--- config.mk ---
export PLATFORM = sky130hd
export DESIGN_NAME = pipe_hazard_ctrl
export DESIGN_NICKNAME = d
export VERILOG_FILES = /design/src/rtl/pipe_hazard_ctrl.sv
export SDC_FILE = /design/constraint.sdc
export NUM_CORES = 1
export LEC_CHECK = 0
export BUFFER_PORTS_ARGS = -buffer_cell sky130_fd_sc_hd__buf_4
export CAP_MARGIN = 20
export CORE_ASPECT_RATIO = 1.5
export CORE_UTILIZATION = 40
export DETAILED_ROUTE_END_ITERATION = 10
export PLACE_DENSITY = 0.72
export SLEW_MARGIN = 25
export SYNTH_ARGS = -nofsm -noshare
export SYNTH_HDL_FRONTEND = slang
export SYNTH_SLANG_ARGS = --single-unit
export TNS_END_PERCENT = 100
--- constraint.sdc ---
create_clock -name clk_i -period 2.9 [get_ports clk_i]
set_clock_uncertainty 0.2 [all_clocks]
set_input_delay 0.145 -clock clk_i [delete_from_list [all_inputs] [get_ports clk_i]]
set_output_delay 0.145 -clock clk_i [all_outputs]
set_load 0.01 [all_outputs]
--- src/rtl/pipe_hazard_ctrl.sv ---
// Pipeline hazard sequencer for a 5-stage pipe: load-use stalls, multi-cycle data-memory
// holds and IF/ID flushes on taken branches, plus a saturating stall-cycle counter.
`timescale 1ns/1ps
module pipe_hazard_ctrl #(
  parameter int LU_STALL_CYC = 1,
  parameter int MEM_TIMEOUT  = 64,
  parameter int CNT_W        = 32
) (
  input  logic             clk_i,
  input  logic             rst_n_i,
  input  logic             IDEX_MemRd_i,
  input  logic [4:0]       IDEX_rt_i,
  input  logic [4:0]       IFID_rs_i,
  input  logic [4:0]       IFID_rt_i,
  input  logic             branch_taken_i,
  input  logic             dmem_req_i,
  input  logic             dmem_ack_i,
  output logic             pc_stall_o,
  output logic             ifid_stall_o,
  output logic             ifid_flush_o,
  output logic             idex_stall_o,
  output logic             idex_bubble_o,
  output logic             exmem_stall_o,
  output logic             memwb_bubble_o,
  output logic             timeout_o,
  output logic [1:0]       state_o,
  output logic [CNT_W-1:0] stall_cycles_o
);

  typedef enum logic [1:0] {
    ST_RUN      = 2'd0,
    ST_LU_STALL = 2'd1,
    ST_MEM_WAIT = 2'd2
  } state_t;

  localparam int LU_W = $clog2(LU_STALL_CYC + 1);
  localparam int WT_W = $clog2(MEM_TIMEOUT + 1);

  localparam logic [LU_W-1:0]  LU_ONE   = LU_W'(1'b1);
  localparam logic [LU_W-1:0]  LU_START = LU_W'(LU_STALL_CYC - 1);
  localparam logic [WT_W-1:0]  WT_ONE   = WT_W'(1'b1);
  localparam logic [WT_W-1:0]  WT_LIMIT = WT_W'(MEM_TIMEOUT);
  localparam logic [CNT_W-1:0] CNT_ONE  = CNT_W'(1'b1);
  localparam logic [CNT_W-1:0] CNT_MAX  = {CNT_W{1'b1}};

  // Strobe vector order: pc_stall, ifid_stall, ifid_flush, idex_stall, idex_bubble, exmem_stall, memwb_bubble
  localparam logic [6:0] STRB_NONE   = 7'b0000000;
  localparam logic [6:0] STRB_FREEZE = 7'b1101011;
  localparam logic [6:0] STRB_LU     = 7'b1100100;
  localparam logic [6:0] STRB_FLUSH  = 7'b0010000;

  state_t            state_r;
  state_t            ret_r;
  logic [LU_W-1:0]   lu_cnt_r;
  logic [WT_W-1:0]   wait_cnt_r;
  logic              timeout_r;
  logic [CNT_W-1:0]  stall_cnt_r;

  state_t            state_nx_s;
  state_t            ret_nx_s;
  logic [LU_W-1:0]   lu_cnt_nx_s;
  logic [WT_W-1:0]   wait_cnt_nx_s;
  logic              tout_set_s;
  logic [6:0]        strb_s;
  logic              lu_haz_s;
  logic              mem_busy_s;

  assign lu_haz_s   = IDEX_MemRd_i && (IDEX_rt_i != 5'd0) &&
                      ((IDEX_rt_i == IFID_rs_i) || (IDEX_rt_i == IFID_rt_i));
  // A request that drops without an ack is treated exactly like an ack.
  assign mem_busy_s = dmem_req_i && !dmem_ack_i;

  // Next-state and Mealy strobe selection from registered state and live hazard inputs.
  always_comb begin
    state_nx_s    = state_r;
    ret_nx_s      = ret_r;
    lu_cnt_nx_s   = lu_cnt_r;
    wait_cnt_nx_s = wait_cnt_r;
    tout_set_s    = 1'b0;
    strb_s        = STRB_NONE;
    case (state_r)
      ST_RUN: begin
        if (mem_busy_s) begin
          strb_s        = STRB_FREEZE;
          ret_nx_s      = ST_RUN;
          wait_cnt_nx_s = WT_ONE;
          state_nx_s    = ST_MEM_WAIT;
        end else if (lu_haz_s) begin
          strb_s = STRB_LU;
          if (LU_STALL_CYC > 1) begin
            lu_cnt_nx_s = LU_START;
            state_nx_s  = ST_LU_STALL;
          end else begin
            state_nx_s  = ST_RUN;
          end
        end else if (branch_taken_i) begin
          strb_s = STRB_FLUSH;
        end else begin
          strb_s = STRB_NONE;
        end
      end
      ST_LU_STALL: begin
        if (mem_busy_s) begin
          strb_s        = STRB_FREEZE;
          ret_nx_s      = ST_LU_STALL;
          wait_cnt_nx_s = WT_ONE;
          state_nx_s    = ST_MEM_WAIT;
        end else begin
          // Branch is ignored here; the held ID instruction presents it again afterwards.
          strb_s      = STRB_LU;
          lu_cnt_nx_s = lu_cnt_r - LU_ONE;
          if (lu_cnt_r == LU_ONE) begin
            state_nx_s = ST_RUN;
          end else begin
            state_nx_s = ST_LU_STALL;
          end
        end
      end
      ST_MEM_WAIT: begin
        if (!mem_busy_s) begin
          strb_s     = STRB_NONE;
          state_nx_s = ret_r;
        end else if (wait_cnt_r == WT_LIMIT) begin
          strb_s     = STRB_NONE;
          tout_set_s = 1'b1;
          state_nx_s = ret_r;
        end else begin
          strb_s        = STRB_FREEZE;
          wait_cnt_nx_s = wait_cnt_r + WT_ONE;
        end
      end
      default: begin
        strb_s     = STRB_NONE;
        state_nx_s = ST_RUN;
      end
    endcase
  end

  // State, counters, sticky timeout flag and saturating stall counter.
  always_ff @(posedge clk_i or negedge rst_n_i) begin
    if (!rst_n_i) begin
      state_r     <= ST_RUN;
      ret_r       <= ST_RUN;
      lu_cnt_r    <= {LU_W{1'b0}};
      wait_cnt_r  <= {WT_W{1'b0}};
      timeout_r   <= 1'b0;
      stall_cnt_r <= {CNT_W{1'b0}};
    end else begin
      state_r    <= state_nx_s;
      ret_r      <= ret_nx_s;
      lu_cnt_r   <= lu_cnt_nx_s;
      wait_cnt_r <= wait_cnt_nx_s;
      if (tout_set_s) begin
        timeout_r <= 1'b1;
      end
      if (strb_s[6] && (stall_cnt_r != CNT_MAX)) begin
        stall_cnt_r <= stall_cnt_r + CNT_ONE;
      end
    end
  end

  // Strobes are forced low while reset is asserted regardless of the inputs.
  assign pc_stall_o     = rst_n_i && strb_s[6];
  assign ifid_stall_o   = rst_n_i && strb_s[5];
  assign ifid_flush_o   = rst_n_i && strb_s[4];
  assign idex_stall_o   = rst_n_i && strb_s[3];
  assign idex_bubble_o  = rst_n_i && strb_s[2];
  assign exmem_stall_o  = rst_n_i && strb_s[1];
  assign memwb_bubble_o = rst_n_i && strb_s[0];

  assign timeout_o      = timeout_r;
  assign state_o        = state_r;
  assign stall_cycles_o = stall_cnt_r;

endmodule

# Yosys cells after proc, flatten, opt, wreduce, memory -nomap -nowiden
# Index checks and enable logic that the tools add are counted.
[classes] bitwise=1 n_mux=24 n_addsub=3 n_reduce_logical=22 n_eq_ne=13
[ops] op="7-bit 2-to-1 mux" count=7
[ops] op="32-bit by 1-bit adder with 32-bit output (second input constant)" count=1
[ops] op="32-bit inequality test (second input constant)" count=1
[ops] op="7-bit case mux with 3 select lines" count=1
[ops] op="2-bit 2-to-1 mux" count=7
[ops] op="7-bit case mux with 2 select lines" count=1
[ops] op="1-bit logical AND" count=11
[ops] op="5-bit == test" count=2
[ops] op="2-bit inequality test (second input constant)" count=4
[ops] op="7-bit by 1-bit adder with 7-bit output (second input constant)" count=1
[ops] op="7-bit == test (second input constant)" count=1
[ops] op="3-bit inequality test (second input constant)" count=2
[ops] op="2-bit case mux with 3 select lines" count=1
[ops] op="5-bit 2-to-1 mux" count=1
[ops] op="5-bit nonzero test" count=1
[ops] op="1-bit 2-to-1 mux" count=4
[ops] op="4-bit 2-to-1 mux" count=1
[ops] op="2-bit case mux with 2 select lines" count=1
[ops] op="2-bit AND reduction" count=2
[ops] op="4-bit AND reduction" count=1
[ops] op="2-bit nonzero test" count=2
[ops] op="3-bit AND reduction" count=1
[ops] op="2-bit by 1-bit == test with 1-bit output (second input constant)" count=1
[ops] op="2-bit == test (second input constant)" count=1
[ops] op="7 further kinds" count=7
[word_totals] out_inout_bits=42 elab_cells=69 in_bits=21 ff_bits=45

# Logic depth before layout (Yosys ltp)
# Gate-level depths: netlist of the first run.
[depth] depth_word=7 depth_mapped=9 mapped_depth_nobuf=8

# Least setup slack after synthesis of the first run
# No wires, ideal clock.
[synth_timing] kind="register to register" from="register stall_cnt_r[0] (netlist: stall_cycles_o[0])" to="register stall_cnt_r[1] (netlist: stall_cycles_o[1])" synth_period_minus_slack_ns=2.219 setup_ns=0.125 t_arrival_ns=1.894 setup_slack_ns=0.681 path_stages_with_launch=7 t_required_ns=2.575 n_path_buf=0 cell_sequence="dfrtp_1 -> ha_1 -> nand3_1 -> nor4_4 -> nand4_2 -> nand2_1 -> mux2_2"
[synth_via] elab_chain_len=2 word_cells_on_any_way=3 cone_classes="add/sub: 1; eq/ne: 1; reduce/logical: 1"
[synth_lines] element="start, declared" line_no="57" source="logic [CNT_W-1:0] stall_cnt_r;"
[synth_lines] element="start signal, assigned" line_no="147" source="stall_cnt_r <= {CNT_W{1'b0}};"
[synth_lines] element="start signal, assigned" line_no="157" source="stall_cnt_r <= stall_cnt_r + CNT_ONE;"
[synth_lines] element="parallel branches: the longest is 2 deep, another holds 32-bit by 1-bit adder with 32-bit output"
# Parallel ways; which one is timed is not known.
# A chain may end at the register's enable or synchronous reset.

# Worst setup path in the final report of the first run
[layout_timing] from="register wait_cnt_r[0]" to="output ifid_stall_o"
[layout_via] elab_chain_len=5
[layout_lines] element="start, declared" line_no="55" source="logic [WT_W-1:0] wait_cnt_r;"
[layout_lines] element="start signal, assigned" line_no="145" source="wait_cnt_r <= {WT_W{1'b0}};"
[layout_lines] element="start signal, assigned" line_no="152" source="wait_cnt_r <= wait_cnt_nx_s;"
[layout_lines] element="7-bit == test" line_no="123" source="end else if (wait_cnt_r == WT_LIMIT) begin"
[layout_lines] element="7-bit 2-to-1 mux" line_no="123"
[layout_lines] element="7-bit 2-to-1 mux" line_no="120" source="if (!mem_busy_s) begin"
[layout_lines] element="7-bit case mux with 3 select lines" line_no="81" source="case (state_r)"
[layout_lines] element="1-bit logical AND" line_no="164" source="assign ifid_stall_o = rst_n_i && strb_s[5];"
[layout_lines] element="end, declared" line_no="19" source="output logic ifid_stall_o,"
# Every way passes these cells.

==> flow_summary.toml, run 1 <==
[run_status]
status = "finished clean"

[synthesis]
netlist_instances = 240
ys.warnings.count = 0
yosysTopAreaCellShare = 0.4418
syn_nets = 264
sequential_to_total_area_share_from_yosys_stat = 0.4418
synthTopCellsByArea = "sky130_fd_sc_hd__dfrtp_1, sky130_fd_sc_hd__xnor2_1, sky130_fd_sc_hd__and3_1"
number_of_enable_type_register_cells_in_the_synthesized_netlist = 0
synthDominantAreaCellType = "sky130_fd_sc_hd__dfrtp_1"
ys_seq_elements = 44
synth_ff_type = "sky130_fd_sc_hd__dfrtp_1"
synthesized_area_per_cell_um2 = 10.38
synth_commonest_cells = "sky130_fd_sc_hd__dfrtp_1, sky130_fd_sc_hd__xnor2_1, sky130_fd_sc_hd__nor2_1"
post_synth_num_cell_types = 45
synthArstFlopShare = 1.000
post-synth-top-count-cell = "sky130_fd_sc_hd__dfrtp_1"
post_synth_instance_area_mm2 = 0.002492

[placement]
dpl-instance-area_mm2 = 0.002980
gp_congestion = 0.8231
hpwl_mm = 4.029
placed_cells = 367
place.port_buffers = 62

[hold_path]
hold_depth = 3
hold_path_class = "input pin to flip-flop"
holdCritStartpoint = "dmem_req_i"
hold_path_end = "wait_cnt_r[1]"

[timing]
post_route_clock_period_utilization = 0.8997
totalNegativeSetupSlack_ns = 0
slew-limit-headroom = 0.4284
finalHoldViolations = 0
rsz0062_at_grt = "no"
transition_time_at_the_pin_with_the_least_slew_margin_ns = 0.8509
finalSetupViolations = 0
period_needed_ns = 2.609
max_clock_freq_mhz = 383.3
final-max-slew-violation-count = 0

[power_and_ir_drop]
power.density_cell_area_mw_per_mm2 = 451.6
max-vdd-ir-drop_mv = 0.2168
static-leakage-power_nw = 1.471

[setup_path]
worst_r2r_endpoint = "stall_cycles_o[10]"
crit_path_max_fanout = 11
worst_ep_arrival_time_ns = 2.26
timing.reg2reg.worst_path_depth = 8
timing.reg2reg.setup_slack_ns = 0.49
startpoint_kind_of_the_worst_setup_timing_path = "flip-flop"
timing.setup.critical_path_class = "flip-flop to output pin"
cp_data_required_time_ns = 2.56
worst_r2r_startpoint = "wait_cnt_r[0]"
critical_path.endpoint_type = "output pin"

[global_routing]
grt_util_met3 = 0.03241
globalRouteOverflowTotal = 0
first_global_vias = 2002
gr-usage-all-layers = 0.1791
m1_gr_usage = 0.2222
gr-max-usage-layer = "met2"
number_of_antenna_violations_at_the_first_check_in_global_routing = 0
grt_pass1_wl_mm = 9.170
pin_count_of_the_biggest_net_entering_global_routing = 28
gr-usage-met2 = 0.3038

[floorplan]
die_area_mm2 = 0.006557
io-pin-count = 63
floorplan.core_area_mm2 = 0.005913
placementRows = 34
starting_density = 0.4215
die_w_um = 66.45
die_y_um = 98.68

[final_layout]
num-nets-final = 328
layout-drive-gt1-share = 0.2984
antennaDiodeCount = 0
final_core_utilization = 0.5248
syn_to_final_growth_pct = 24.50
post_layout_instance_count_excluding_filler_cells = 377
post-route-cell-area_mm2 = 0.003103

[cts]
htree_num_levels = 2
clkSlewWorstSetupHoldPaths_ns = 0.08
cts-root-to-sink-buffers = 2
cts_tree = "yes"
cts_buffers = 5
clk_latency_ns = 0.29
clock_sink_count = 44
root_buffer_cell = "sky130_fd_sc_hd__clkbuf_8"

[drt]
post_dr_wirelength_cell_um = 14.44
drcViolationCount = 0
dr.pass1.iters = 4
detail-route-antenna-nets = 0
drt_first_iter_violations = 100
dr_total_vias = 2009
routed_wl_mm = 5.442
viasPerCell = 5.329

[run]
cap_viol_max_count = 0
[stage by stage]
stage,worst slack [ns],power (mW),hold slack (ns)
5_1_grt,0.1478,1.488,0.04026
3_5_place_dp,0.1966,1.017,-0.1215
4_1_cts,0.1833,1.419,0.02516
6_report,0.2910,1.401,0.03914
2_1_floorplan,0.6812,0.8870,-0.3506
3_3_place_gp,0.2962,1.010,-0.1241
[per-layer routing]
| metal | part of all wire | up-vias |
|---|---|---|
| li1 | - | 982 |
| met1 | 0.41 | 967 |
| met2 | 0.53 | 50 |
| met3 | 0.036 | 10 |
| met4 | 0.022 | 0 |
| met5 | 0 | - |
[cells by family after synthesis]
logic type               count (synthesis)  share of synthesized area
AND/OR/NAND/NOR                        110                     0.2611
buffers and inverters                   15                    0.04216
flip-flops                              44                     0.4418
multiplexers                             3                    0.01355
AO/OA/AOI/OAI                           20                    0.06827
adder cells (fa/ha/maj)                  3                    0.01506
XOR/XNOR                                45                     0.1581
[worst max path at each step]
stage,startpoint,to,slack (ns),cells after the start
6_report,wait_cnt_r[0],ifid_stall_o,0.29,8
5_1_grt,wait_cnt_r[0],ifid_stall_o,0.15,8
4_1_cts,wait_cnt_r[1],ifid_stall_o,0.18,8
3_5_place_dp,wait_cnt_r[0],stall_cycles_o[1],0.20,8
3_3_place_gp,wait_cnt_r[0],stall_cycles_o[1],0.30,8
2_1_floorplan,stall_cycles_o[0],stall_cycles_o[1],0.68,6
[where the power goes]
part / total (mW) / switching (mW) / internal, mW / leakage [nW]
sequential: 0.732 / 0.0694 / 0.663 / 0.598
combinational: 0.276 / 0.132 / 0.144 / 0.828
clock: 0.393 / 0.199 / 0.195 / 0.0455
[what timing repair did]
action	in CTS	in global routing
setup buffers	0	0
pin swaps	0	0
hold buffers	1	0
hold endpoints to repair	44	0
setup endpoints to repair	2	2
cloned	0	1
resized for setup	1	1
[layout make-up]
type | count | area [um2]
fill | 544 | 2810
multi-input combinational | 182 | 1309
sequential | 44 | 1101
timing repair buffer | 65 | 490.5
clock buffer | 8 | 90.09
tap | 72 | 90.09
inverter | 6 | 22.52
[layout by cell type, fill, tap and decap left out, types with 2 or more instances in the layout]
cell type	netlist	routed
sky130_fd_sc_hd__buf_4	4	64
sky130_fd_sc_hd__dfrtp_1	44	44
sky130_fd_sc_hd__xnor2_1	33	33
sky130_fd_sc_hd__nor2_1	19	19
sky130_fd_sc_hd__and3_1	18	18
sky130_fd_sc_hd__nand4_1	17	17
sky130_fd_sc_hd__nand2_1	16	16
sky130_fd_sc_hd__nand3_1	15	15
sky130_fd_sc_hd__xor2_1	12	12
sky130_fd_sc_hd__inv_1	6	6
sky130_fd_sc_hd__clkbuf_8	1	6
sky130_fd_sc_hd__o21ai_0	5	5
sky130_fd_sc_hd__nor3_1	4	4
sky130_fd_sc_hd__a22oi_1	4	4
sky130_fd_sc_hd__and2_1	4	4
sky130_fd_sc_hd__mux2_2	3	3
sky130_fd_sc_hd__ha_1	3	3
sky130_fd_sc_hd__nor4_4	2	2
sky130_fd_sc_hd__clkbuf_1	0	2
[sequential cells by signal, summed over array words and instances, names as in the netlist]
signal,count
lu_cnt_r,1
ret_r,1
stall_cycles_o,32
state_o,2
timeout_o,1
wait_cnt_r,7
[critical path, stage by stage (launching register included)]
cell                      delay, ns
sky130_fd_sc_hd__dfrtp_1       0.41
sky130_fd_sc_hd__inv_1         0.08
sky130_fd_sc_hd__ha_1          0.19
sky130_fd_sc_hd__nor4b_2       0.17
sky130_fd_sc_hd__a22oi_1       0.25
sky130_fd_sc_hd__o21ai_1       0.22
sky130_fd_sc_hd__a21oi_4       0.33
sky130_fd_sc_hd__and2_1        0.21
sky130_fd_sc_hd__buf_4         0.12
Power figures use the tool's default switching activity.
==> run 2: changes to the inputs <==
- MAX_ROUTING_LAYER: unset -> met4
==> run 2 against run 1 <==
Compared with the run above:
- via count shrank 0.60%
- design area is the same
- flip-flop and latch count is the same
- largest power group unchanged
- highest routed layer unchanged
==> flow_summary.toml, run 2 (synthesis gave the netlist of run 1 again) <==
[run_status]
status = "finished clean"

[power_and_ir_drop]
max-vdd-ir-drop_mv = 0.2166
power.density_cell_area_mw_per_mm2 = 451.5
pwr-share-seq = 0.523
p_int_mw = 1.001
netSwitchingPower_uw = 399.7
pwr-share-clk = 0.280
comb_power_frac = 0.197
netSwitchingFraction = 0.2853
static-leakage-power_nw = 1.471

[cts]
cts_setup_buffers = 0
root_buffer_cell = "sky130_fd_sc_hd__clkbuf_8"
cts-root-to-sink-buffers = 2
cts_tree = "yes"
cts_buffers = 5
htree_num_levels = 2
clock_sink_count = 44
clkSlewWorstSetupHoldPaths_ns = 0.08
clk_latency_ns = 0.29

[drt]
post_dr_wirelength_cell_um = 14.46
routed_wl_mm = 5.451
dr_total_vias = 1997
viasPerCell = 5.297
detail-route-antenna-nets = 0
dr.pass1.iters = 4
drcViolationCount = 0
drt_first_iter_violations = 95

[final_layout]
syn_to_final_growth_pct = 24.50
layout_common_cells = "sky130_fd_sc_hd__buf_4, sky130_fd_sc_hd__dfrtp_1, sky130_fd_sc_hd__xnor2_1"
multi_input_comb_area_mm2 = 0.001309
final_core_utilization = 0.5248
num-nets-final = 328
largest_register_ffs = 32
layout.area.seq_mm2 = 0.001101
leading_cell_type_in_the_layout_fill_and_taps_excluded = "sky130_fd_sc_hd__buf_4"
layout-drive-gt1-share = 0.2984
antennaDiodeCount = 0
post_layout_instance_count_excluding_filler_cells = 377
layout.filler_cells = 544

[floorplan]
starting_density = 0.4215
placementRows = 34
io-pin-count = 63
die_w_um = 66.45
die_area_mm2 = 0.006557
die_y_um = 98.68
floorplan.core_area_mm2 = 0.005913

[hold_path]
hold_path_class = "input pin to flip-flop"
holdCritStartpoint = "dmem_req_i"
hold_depth = 3
hold_path_end = "wait_cnt_r[1]"

[timing]
slew-limit-headroom = 0.4284
totalNegativeSetupSlack_ns = 0
transition_time_at_the_pin_with_the_least_slew_margin_ns = 0.8509
finalHoldViolations = 0
post_route_clock_period_utilization = 0.8973
max_clock_freq_mhz = 384.3
final-max-slew-violation-count = 0
period_needed_ns = 2.602
rsz0062_at_grt = "no"
finalSetupViolations = 0

[setup_path]
worst_r2r_endpoint = "stall_cycles_o[10]"
timing.reg2reg.setup_slack_ns = 0.50
timing.critical_path.max_delay_family = "compound AO/OA/AOI/OAI gates"
worst_path_max_delay_cell = "sky130_fd_sc_hd__dfrtp_1"
startpoint_kind_of_the_worst_setup_timing_path = "flip-flop"
worst_setup_startpoint = "wait_cnt_r[0]"
cp.buffers_inverters = 2
crit_path_max_fanout = 11
cp_cell_sequence = "inv_1, ha_1, nor4b_2, a22oi_1, o21ai_1, a21oi_4, and2_1, buf_4"
critical_path.endpoint_type = "output pin"
worst_r2r_startpoint = "wait_cnt_r[0]"
worst_path_largest_cell_delay_ns = 0.41
timing.setup.critical_path_class = "flip-flop to output pin"
worst_ep_arrival_time_ns = 2.26
cp_data_required_time_ns = 2.56
timing.reg2reg.worst_path_depth = 8

[global_routing]
globalRouteOverflowTotal = 0
number_of_antenna_violations_at_the_first_check_in_global_routing = 0
grt_pass1_wl_mm = 9.183
first_global_vias = 2001
pin_count_of_the_biggest_net_entering_global_routing = 28
gr-usage-all-layers = 0.1846

[placement]
hpwl_mm = 4.029
placed_cells = 367
place.port_buffers = 62
gp_congestion = 0.8355

[run]
cap_viol_max_count = 0
## run 2: cell counts in the layout (fill, tap and decap cells not counted)
Identical to the previous run, type by type.
## run 2: repair_timing
action                     in CTS  in global routing
hold buffers                    1                  0
setup endpoints to repair       2                  2
hold endpoints to repair       44                  0
gates resized for setup         1                  1
gates cloned                    0                  1
## run 2: final cells by class
type | count | area share
Clock buffer | 8 | 0.02903
Multi-Input combinational cell | 182 | 0.4218
Tap cell | 72 | 0.02903
Inverter | 6 | 0.007258
Timing Repair Buffer | 65 | 0.1581
Sequential cell | 44 | 0.3548
## run 2: worst max-delay path by stage
stage	slack, ns	cells after the start	to
5_1_grt	0.15	8	ifid_stall_o
4_1_cts	0.18	8	ifid_stall_o
2_1_floorplan	0.68	6	stall_cycles_o[1]
6_report	0.30	8	ifid_stall_o
3_3_place_gp	0.30	8	stall_cycles_o[1]
3_5_place_dp	0.20	8	stall_cycles_o[1]
## run 2: power by group through the flow
stage / Sequential (mW) / Clock, mW / Combinational (mW)
final: 0.732 / 0.393 / 0.276
after global routing: 0.744 / 0.435 / 0.309
after CTS: 0.732 / 0.410 / 0.277
after detailed placement: 0.744 / 0 / 0.273
after global placement: 0.742 / 0 / 0.268
after floorplan: 0.747 / 0 / 0.140
## run 2: per-stage QoR
| step | setup slack [ns] | power (mW) | hold WS (ns) | area (um2) |
|---|---|---|---|---|
| 4_1_cts | 0.1833 | 1.419 | 0.02516 | 3088 |
| 2_1_floorplan | 0.6812 | 0.8870 | -0.3506 | 2492 |
| 3_5_place_dp | 0.1966 | 1.017 | -0.1215 | 2980 |
| 5_1_grt | 0.1479 | 1.488 | 0.04026 | 3103 |
| 6_report | 0.2977 | 1.401 | 0.04044 | 3103 |
| 3_3_place_gp | 0.2962 | 1.010 | -0.1241 | 2980 |
## run 2: worst reg2reg max path: cells and delay by family (launching register included)
family | cells | cell delay (ns)
AOI/OAI and AO/OA | 3 | 0.89
DFF | 1 | 0.41
and+or+nand+nor | 2 | 0.35
adders and majority gates | 1 | 0.19
xor gates and xnor gates | 1 | 0.17
buffers and inverters | 1 | 0.08
## run 2: metal layers
layer,global-route usage,wire [um]
met5,-,0
met4,0.06710,118
met3,0.03241,178
met2,0.3038,2858
met1,0.2230,2295
==> run 3: changes to the inputs <==
- CTS_BUF_LIST: unset -> sky130_fd_sc_hd__clkbuf_16
==> run 3 against run 2 <==
Compared with the run above:
- global-route usage rose by 0.97 points
- setup slack got worse by 0.033 ns
- via count rose by 1.5%
- register-to-register slack got worse by 0.04 ns
- design area rose by 1.5%
- sequential share of layout area fell by 0.52 points
- wire length rose by 4.2%
- die area did not move
- critical endpoint unchanged
- largest power group unchanged
- highest routed layer unchanged
==> flow_summary.toml, run 3 (synthesis gave the netlist of run 1 again) <==
[drt]
routed_wl_mm = 5.680
dr_total_vias = 2026
post_dr_wirelength_cell_um = 15.07
viasPerCell = 5.374
drcViolationCount = 0
detail-route-antenna-nets = 0
drt_first_iter_violations = 95
dr.pass1.iters = 4

[hold_path]
hold_path_end = "wait_cnt_r[1]"
hold_path_class = "input pin to flip-flop"
hold_depth = 3
holdCritStartpoint = "dmem_req_i"

[placement]
pre_cts_slack_ns = 0.1966
placed_cells = 367
hpwl_mm = 4.029
place.port_buffers = 62
gp_congestion = 0.8355

[global_routing]
grt_pass1_wl_mm = 9.487
globalRouteOverflowTotal = 0
number_of_antenna_violations_at_the_first_check_in_global_routing = 0
gr-usage-all-layers = 0.1943
first_global_vias = 2028
pin_count_of_the_biggest_net_entering_global_routing = 28

[setup_path]
worst_r2r_startpoint = "wait_cnt_r[0]"
startpoint_kind_of_the_worst_setup_timing_path = "flip-flop"
cp_data_required_time_ns = 2.56
crit_path_max_fanout = 11
worst_ep_arrival_time_ns = 2.29
timing.setup.critical_path_class = "flip-flop to output pin"
timing.reg2reg.worst_path_depth = 8
timing.reg2reg.setup_slack_ns = 0.46
worst_r2r_endpoint = "stall_cycles_o[10]"
critical_path.endpoint_type = "output pin"

[final_layout]
layout-drive-gt1-share = 0.2951
post_layout_instance_count_excluding_filler_cells = 377
largest_register_ffs = 32
leading_cell_type_in_the_layout_fill_and_taps_excluded = "sky130_fd_sc_hd__buf_4"
syn_to_final_growth_pct = 26.36
num-nets-final = 328
layout.filler_cells = 540
antennaDiodeCount = 0
layout_common_cells = "sky130_fd_sc_hd__buf_4, sky130_fd_sc_hd__dfrtp_1, sky130_fd_sc_hd__xnor2_1"

[cts]
clkSlewWorstSetupHoldPaths_ns = 0.06
cts_tree = "yes"
cts_setup_buffers = 0
htree_num_levels = 2
clock_sink_count = 44
root_buffer_cell = "sky130_fd_sc_hd__clkbuf_16"
clk_latency_ns = 0.28
cts-root-to-sink-buffers = 2
cts_buffers = 5

[power_and_ir_drop]
power.density_cell_area_mw_per_mm2 = 490.6
max-vdd-ir-drop_mv = 0.3904
static-leakage-power_nw = 1.500

[floorplan]
placementRows = 34
io-pin-count = 63
die_area_mm2 = 0.006557
die_y_um = 98.68
floorplan.core_area_mm2 = 0.005913
starting_density = 0.4215
die_w_um = 66.45

[timing]
transition_time_at_the_pin_with_the_least_slew_margin_ns = 0.8215
finalSetupViolations = 0
finalHoldViolations = 0
max_clock_freq_mhz = 379.4
final-max-slew-violation-count = 0
post_route_clock_period_utilization = 0.9088
totalNegativeSetupSlack_ns = 0
period_needed_ns = 2.636
timing.final.ws_setup_ns = 0.2644
rsz0062_at_grt = "no"
slew-limit-headroom = 0.4481

[run]
cap_viol_max_count = 0

[run_status]
status = "finished clean"
==> run 3: final cells by class <==
class                           instances  area [um2]  share of cell area
Timing Repair Buffer                   65       490.5              0.1557
Clock buffer                            5       125.1             0.03973
Clock inverter                          3       11.26            0.003576
Sequential cell                        44        1101              0.3496
Multi-Input combinational cell        182        1309              0.4156
Tap cell                               72       90.09             0.02861
Inverter                                6       22.52            0.007151
==> run 3: metrics by stage <==
stage | hold slack [ns] | power (mW) | instance area (um2) | utilization
5_1_grt | 0.06967 | 1.629 | 3149 | 0.5326
6_report | 0.05863 | 1.545 | 3149 | 0.5326
3_5_place_dp | -0.1215 | 1.017 | 2980 | 0.5040
3_3_place_gp | -0.1241 | 1.010 | 2980 | 0.5040
4_1_cts | 0.05587 | 1.560 | 3134 | 0.5300
2_1_floorplan | -0.3506 | 0.8870 | 2492 | -
==> run 3: per-layer routing <==
| metal | vias to the layer above | wire (um) | global-route usage |
|---|---|---|---|
| met4 | 0 | 160 | 0.06710 |
| met3 | 16 | 234 | 0.03588 |
| li1 | 981 | - | - |
| met1 | 977 | 2312 | 0.2265 |
| met5 | - | 0 | - |
| met2 | 52 | 2973 | 0.3289 |
==> run 3: repair_timing <==
item / CTS / global route
endpoints found under the hold margin: 44 / 0
endpoints found under the setup margin: 2 / 2
resized for setup: 1 / 1
cloned: 0 / 1
hold buffers: 1 / 0
==> run 3: how the worst max path moves through the flow <==
stage / from / endpoint / cells past startpoint
after global placement: wait_cnt_r[0] / stall_cycles_o[1] / 8
after detailed placement: wait_cnt_r[0] / stall_cycles_o[1] / 8
after floorplan: stall_cycles_o[0] / stall_cycles_o[1] / 6
after CTS: wait_cnt_r[1] / ifid_stall_o / 8
final: wait_cnt_r[0] / ifid_stall_o / 8
after global routing: wait_cnt_r[1] / ifid_stall_o / 8
==> run 3: worst max-delay path: stages (launching register included) <==
cell and delay [ns]:
sky130_fd_sc_hd__dfrtp_1 0.39, sky130_fd_sc_hd__inv_1 0.08, sky130_fd_sc_hd__ha_1 0.19, sky130_fd_sc_hd__nor4b_2 0.17
sky130_fd_sc_hd__a22oi_1 0.27, sky130_fd_sc_hd__o21ai_1 0.22, sky130_fd_sc_hd__a21oi_4 0.36, sky130_fd_sc_hd__and2_1 0.21
sky130_fd_sc_hd__buf_4 0.12
==> run 3: power by group <==
group	leakage [nW]	internal, mW	switching, mW
combinational	0.828	0.144	0.134
sequential	0.598	0.664	0.0697
clock	0.0738	0.310	0.223
